File: config.mk
export PLATFORM = sky130hd
export DESIGN_NAME = fft_pair_feeder
export DESIGN_NICKNAME = d
export VERILOG_FILES = /design/src/rtl/fft_pkg.sv /design/src/rtl/fft_pair_buf.sv /design/src/rtl/fft_pair_feeder.sv
export SDC_FILE = /design/constraint.sdc
export NUM_CORES = 1
export LEC_CHECK = 0
export CAP_MARGIN = 10
export CORE_UTILIZATION = 50
export DETAILED_ROUTE_END_ITERATION = 10
export GPL_TIMING_DRIVEN = 0
export PLACE_DENSITY = 0.65
export SYNTH_ARGS = -nofsm -noshare
export SYNTH_HDL_FRONTEND = slang
export SYNTH_SLANG_ARGS = --single-unit
File: constraint.sdc
create_clock -name clk -period 3.1 [get_ports clk]
set_clock_uncertainty 0.05 [all_clocks]
set_input_delay 0.62 -clock clk [delete_from_list [all_inputs] [get_ports clk]]
set_output_delay 0.62 -clock clk [all_outputs]
set_load 0.02 [all_outputs]
File: src/rtl/fft_pkg.sv
// fft_pkg: shared constants and helpers for the 64-point FFT datapath.
//   FFT_N        default FFT length
//   FFT_DATA_WD  default bit width of each real/imag sample
//   WN_IDX_WD    default twiddle index width, log2(FFT_N/2)
//   fft_clog2()  ceiling log2 for elaboration-time width calculations
package fft_pkg;

  function automatic int fft_clog2(input int v);
    int r;
    r = 0;
    for (int i = 0; i < 31; i++) begin
      if ((1 << i) < v) r = i + 1;
    end
    return r;
  endfunction

  localparam int FFT_N       = 64;
  localparam int FFT_DATA_WD = 10;
  localparam int WN_IDX_WD   = fft_clog2(FFT_N / 2);

endpackage

File: src/rtl/fft_pair_buf.sv
// fft_pair_buf: DEPTH-entry complex sample store for the pair feeder.
// Holds the first half of a butterfly block until the partner samples
// arrive. Write is synchronous, read is combinational, so the store can
// later be swapped for a RAM with asynchronous read on large spans.
//   clk          clock, rising edge
//   wr_en        write strobe for entry addr
//   addr         shared write/read address
//   wr_re/wr_im  sample to store
//   rd_re/rd_im  sample currently held at addr
// Contents are intentionally not reset.
module fft_pair_buf
  import fft_pkg::*;
#(
  parameter int FFT_DATA_WD = fft_pkg::FFT_DATA_WD,
  parameter int DEPTH       = 32,
  parameter int ADDR_WD     = 5
) (
  input  logic                          clk,
  input  logic                          wr_en,
  input  logic [ADDR_WD-1:0]            addr,
  input  logic signed [FFT_DATA_WD-1:0] wr_re,
  input  logic signed [FFT_DATA_WD-1:0] wr_im,
  output logic signed [FFT_DATA_WD-1:0] rd_re,
  output logic signed [FFT_DATA_WD-1:0] rd_im
);

  logic [2*FFT_DATA_WD-1:0] mem [DEPTH];

  generate
    if (DEPTH == 1) begin : g_single
      // A one-entry store has no meaningful address.
      always_ff @(posedge clk) begin
        if (wr_en) mem[0] <= {wr_re, wr_im};
      end
      assign {rd_re, rd_im} = mem[0];
    end else begin : g_array
      always_ff @(posedge clk) begin
        if (wr_en) mem[addr] <= {wr_re, wr_im};
      end
      assign {rd_re, rd_im} = mem[addr];
    end
  endgenerate

endmodule

File: src/rtl/fft_pair_feeder.sv
// fft_pair_feeder: operand pairing front end for one radix-2 FFT stage.
// Buffers the first STG_SPAN samples of every 2*STG_SPAN block (FILL),
// then pairs each buffered x[k] with the arriving x[k+STG_SPAN] (PAIR) and
// presents the pair with its twiddle index through a one-deep output
// register. Samples pass through bit-exact.
//   clk, rst_n                 clock, synchronous active-low reset
//   din_vld/din_rdy            input sample handshake
//   din_re/din_im              input complex sample
//   dout_vld/dout_rdy          operand pair handshake
//   dout_1_re/dout_1_im        upper operand x[k]
//   dout_2_re/dout_2_im        lower operand x[k+STG_SPAN]
//   dout_wn_idx                twiddle index k*TW_STEP
//   dout_last                  final pair of a block (k = STG_SPAN-1)
module fft_pair_feeder
  import fft_pkg::*;
#(
  parameter int FFT_DATA_WD = fft_pkg::FFT_DATA_WD,
  parameter int FFT_N       = fft_pkg::FFT_N,
  parameter int STG_SPAN    = 32,
  parameter int WN_IDX_WD   = fft_pkg::WN_IDX_WD
) (
  input  logic                          clk,
  input  logic                          rst_n,
  input  logic                          din_vld,
  output logic                          din_rdy,
  input  logic signed [FFT_DATA_WD-1:0] din_re,
  input  logic signed [FFT_DATA_WD-1:0] din_im,
  output logic                          dout_vld,
  input  logic                          dout_rdy,
  output logic signed [FFT_DATA_WD-1:0] dout_1_re,
  output logic signed [FFT_DATA_WD-1:0] dout_1_im,
  output logic signed [FFT_DATA_WD-1:0] dout_2_re,
  output logic signed [FFT_DATA_WD-1:0] dout_2_im,
  output logic [WN_IDX_WD-1:0]          dout_wn_idx,
  output logic                          dout_last
);

  localparam int TW_STEP = FFT_N / (2 * STG_SPAN);
  localparam int CNT_WD  = (fft_clog2(STG_SPAN) < 1) ? 1 : fft_clog2(STG_SPAN);
  localparam logic [CNT_WD-1:0] CNT_LAST = CNT_WD'(STG_SPAN - 1);

  typedef enum logic {FILL, PAIR} stage_e;

  stage_e                        state;
  logic [CNT_WD-1:0]             cnt;
  logic                          in_xfer;
  logic                          cnt_last;
  logic signed [FFT_DATA_WD-1:0] buf_re;
  logic signed [FFT_DATA_WD-1:0] buf_im;

  function automatic logic [WN_IDX_WD-1:0] wn_idx_of(input logic [CNT_WD-1:0] k);
    logic [31:0] prod;
    prod = 32'(k) * 32'(TW_STEP);
    return prod[WN_IDX_WD-1:0];
  endfunction

  // FILL never touches the output register, so it keeps accepting samples
  // even while the previous block's last pair is stalled downstream.
  assign din_rdy  = rst_n & ((state == FILL) | ~dout_vld | dout_rdy);
  assign in_xfer  = din_vld & din_rdy;
  assign cnt_last = (cnt == CNT_LAST);

  fft_pair_buf #(
    .FFT_DATA_WD (FFT_DATA_WD),
    .DEPTH       (STG_SPAN),
    .ADDR_WD     (CNT_WD)
  ) u_buf (
    .clk   (clk),
    .wr_en (in_xfer & (state == FILL)),
    .addr  (cnt),
    .wr_re (din_re),
    .wr_im (din_im),
    .rd_re (buf_re),
    .rd_im (buf_im)
  );

  // ---- stage boundary: accepted lower sample -> registered operand pair ----
  always_ff @(posedge clk) begin
    if (!rst_n) begin
      state       <= FILL;
      cnt         <= '0;
      dout_vld    <= 1'b0;
      dout_1_re   <= '0;
      dout_1_im   <= '0;
      dout_2_re   <= '0;
      dout_2_im   <= '0;
      dout_wn_idx <= '0;
      dout_last   <= 1'b0;
    end else begin
      if (in_xfer) begin
        cnt <= cnt_last ? '0 : cnt + CNT_WD'(1);
        if (cnt_last) state <= (state == FILL) ? PAIR : FILL;
      end
      if (in_xfer && state == PAIR) begin
        dout_1_re   <= buf_re;
        dout_1_im   <= buf_im;
        dout_2_re   <= din_re;
        dout_2_im   <= din_im;
        dout_wn_idx <= wn_idx_of(cnt);
        dout_last   <= cnt_last;
        dout_vld    <= 1'b1;
      end else if (dout_rdy) begin
        dout_vld <= 1'b0;
      end
    end
  end

endmodule
==> metrics.cfg <==
[global_routing]
track_usage_pct = 27.7
grt_pass1_vias = 14399
grt_remaining_overflow = 0
antenna_found_initial = 0
grt_pass1_wl_um = 104000
grt_max_degree = 34

[hold_path]
hold_class = flip-flop to flip-flop
hold_depth = 2
hp-start = dout_2_im[6]
min_to = dout_2_im[6]

[clock_tree]
path_clk_slew_ns = 0.06
insertion_delay_ns = 0.61
clockBufferDepth = 3
cts_tree = built
numCtsBuffers = 70
cts-root-buf = clkbuf_16
ctsHoldBuffers = 0
ctsHtreeMaxLevel = 3
cts_sinks = 693

[detailed_routing]
ant_nets = 0
wl_per_cell_um = 31.3
num_vias = 14928
via_per_inst = 6.34
drt_iter0_drc = 1877
firstDrtPassIters = 6
wirelength_um = 73600
drc = 0

[layout]
area_growth_pct = 19.7
final_common_cell = edfxtp_1
finalNetCount = 1655
final_cell_mix = edfxtp_1, mux2i_1, mux4_2
final_area_um2 = 31700
fill_cells = 3612
stdcell_count = 2353
drive_above_1_share_pct = 21.0

[timing]
max_clock_freq_ghz = 0.322
worst_slack_ns = -0.00263
hold_viol_final = 0
fin_crit_sh_pct = 100
tightest_slew_ns = 1.25
finalCriticalPeriod_ns = 3.10
slew_violations = 0
finalSetupViolations = 2
hold_ws_ns = 0.414
slew_headroom_pct = 16.3

[critical_path]
r2r-start = cnt[0]
path_class = flip-flop to flip-flop
crit_family = buffers and inverters
reg2regPathDepth = 9
cp.arrival_ns = 3.36
crit_fanout = 12
required_ns = 3.35
cp.depth = 9
endpoint_kind = flip-flop
reg2reg_setup_slack_ns = -0.003
r2r-end = u_buf.mem[2][17]
crit_path_frequent_cell = buf_6
crit_path_start_kind = flip-flop
slowest_delay_ns = 0.54
crit_buf_inv = 6
critPathSlowestCell = nor2_4
crit_chain = buf_6 -> buf_4 -> buf_6 -> inv_1 -> clkbuf_2 -> ha_1 -> nand2_4 -> nor2_4 -> buf_16

[die]
initial_core_util_pct = 51.1
die_x_um = 232
die_h_um = 232
pin_count = 72
core_area_um2 = 51800
rows = 83
dieArea_um2 = 53900

[synth]
ys.flop_type = edfxtp_1
syn_area_per_cell_um2 = 18.8
netlist.area_leader.share_pct = 72.6
syn-num-nets = 1441
ys_ff_latch = 693
netlist_area_um2 = 26500
synth_cells = 1412
ys_seq_area_share_pct = 76.6
synth_top_cell_by_area = edfxtp_1
synth-edff-count = 640
netlist_top_cells_area = edfxtp_1, mux4_2, mux2i_1, dfxtp_1, nand2_1
ys_async_sr_fraction_pct = 0
yosys_warnings = 0
synth_cell_types = 47

[outcome]
status = finished, violations left
violations = negative setup slack

[placement]
hpwl_um = 44800
placed_area_um2 = 28700
numPortBuffers = 71
gp_congestion = 0.914
dp.cells = 2184

[power]
p_leak_nw = 9.76
ir_worst_vdd_v = 0.000370
cellPowerDensity_nw_per_um2 = 606

[run]
cap_violations = 0

==> stage by stage <==
step / util [%] / TNS (ns) / setup slack, ns / total power [mW]
floorplan: - / 0 / 0.299 / 11.0
CTS: 60.1 / -3.73 / -0.0814 / 19.2
detailed placement: 55.3 / -189.01 / -0.581 / 11.4
global route: 61.2 / -0.588 / -0.0370 / 19.7
global placement: 54.1 / -766.25 / -1.66 / 11.4
finish: 61.2 / -0.00293 / -0.00263 / 19.2
==> worst min-delay path: cells and delay by family, from the launching register on <==
kind	cells	cell delay, ns
simple gates	1	0.05
flops	1	0.31
compound gates	1	0.06
==> metal layers <==
layer	share of wire, %	global-route usage [%]
met1	40	38.6
met2	46	42.6
met3	10	6.48
met4	4.0	10.6
met5	0.022	0
==> state kept, by name, indices dropped and copies added, names as in the netlist <==
signal,count
dout_1_im,10
cnt,5
dout_2_im,10
u_buf.mem,640
dout_vld,1
dout_wn_idx,5
dout_1_re,10
dout_last,1
state,1
dout_2_re,10
==> area by class of cell <==
cell class	count	area (um^2)	area share, %
sequential	693	20300	64.0
multi-input combinational	650	6200	19.6
clock buffer	99	1960	6.17
timing repair buffer	131	1830	5.78
tap	680	851	2.68
buffer	77	419	1.32
clock inverter	19	135	0.426
inverter	3	11.3	0.0355
antenna	1	2.50	0.00790
==> worst max-delay path by stage <==
stage	from	to
final	cnt[0]	u_buf.mem[2][17]
after global routing	cnt[0]	u_buf.mem[2][13]
after CTS	cnt[1]	u_buf.mem[9][6]
after detailed placement	rst_n	dout_1_im[1]
after global placement	cnt[0]	u_buf.mem[22][18]
after floorplan	cnt[0]	u_buf.mem[14][0]
==> where the power goes <==
part | internal (mW) | switching [mW] | total, mW | leakage [nW]
logic | 0.401 | 0.647 | 1.05 | 2.55
registers | 10.2 | 0.00923 | 10.2 | 6.18
clock network | 4.54 | 3.37 | 7.91 | 1.02
==> synth_stat cells (2+ instances only) <==
| library cell | instances |
|---|---|
| o211ai_1 | 4 |
| a22oi_1 | 10 |
| nor4_1 | 10 |
| a211o_1 | 4 |
| o21a_1 | 2 |
| or4b_1 | 2 |
| a31oi_1 | 15 |
| nand2b_1 | 4 |
| a21boi_0 | 28 |
| o21ai_0 | 29 |
| buf_1 | 8 |
| a221oi_1 | 15 |
| ha_1 | 5 |
| mux2i_1 | 143 |
| a22o_1 | 10 |
| a211oi_1 | 4 |
| nor2_1 | 43 |
| and2_1 | 6 |
| buf_2 | 29 |
| o22ai_1 | 43 |
| a21oi_1 | 19 |
| edfxtp_1 | 640 |
| buf_6 | 3 |
| dfxtp_1 | 53 |
| buf_4 | 13 |
| clkbuf_1 | 25 |
| nand2_1 | 93 |
| o221ai_1 | 7 |
| nand3_1 | 10 |
| mux4_2 | 87 |
| nand4_1 | 5 |
| inv_1 | 3 |
| a2111oi_0 | 3 |
| mux2_2 | 7 |
| and3_1 | 6 |
| nor3_1 | 3 |
| nor2b_1 | 11 |
==> what timing repair did <==
| action | in CTS | in global routing |
|---|---|---|
| gates resized for setup | 31 | 17 |
| gates cloned | 12 | 1 |
| setup endpoints to repair | 493 | 562 |
| pin swaps | 20 | 7 |
| setup buffers | 16 | 10 |
==> kinds of logic after synthesis <==
group / after synthesis / synth area share [%]
flops: 693 / 76.6
mux: 237 / 13.1
simple gates: 198 / 3.37
xor+xnor: 1 / 0.0331
compound gates: 196 / 5.06
fa+ha+maj: 5 / 0.236
buf+inv: 82 / 1.61
(Power assumes the default switching activity.)
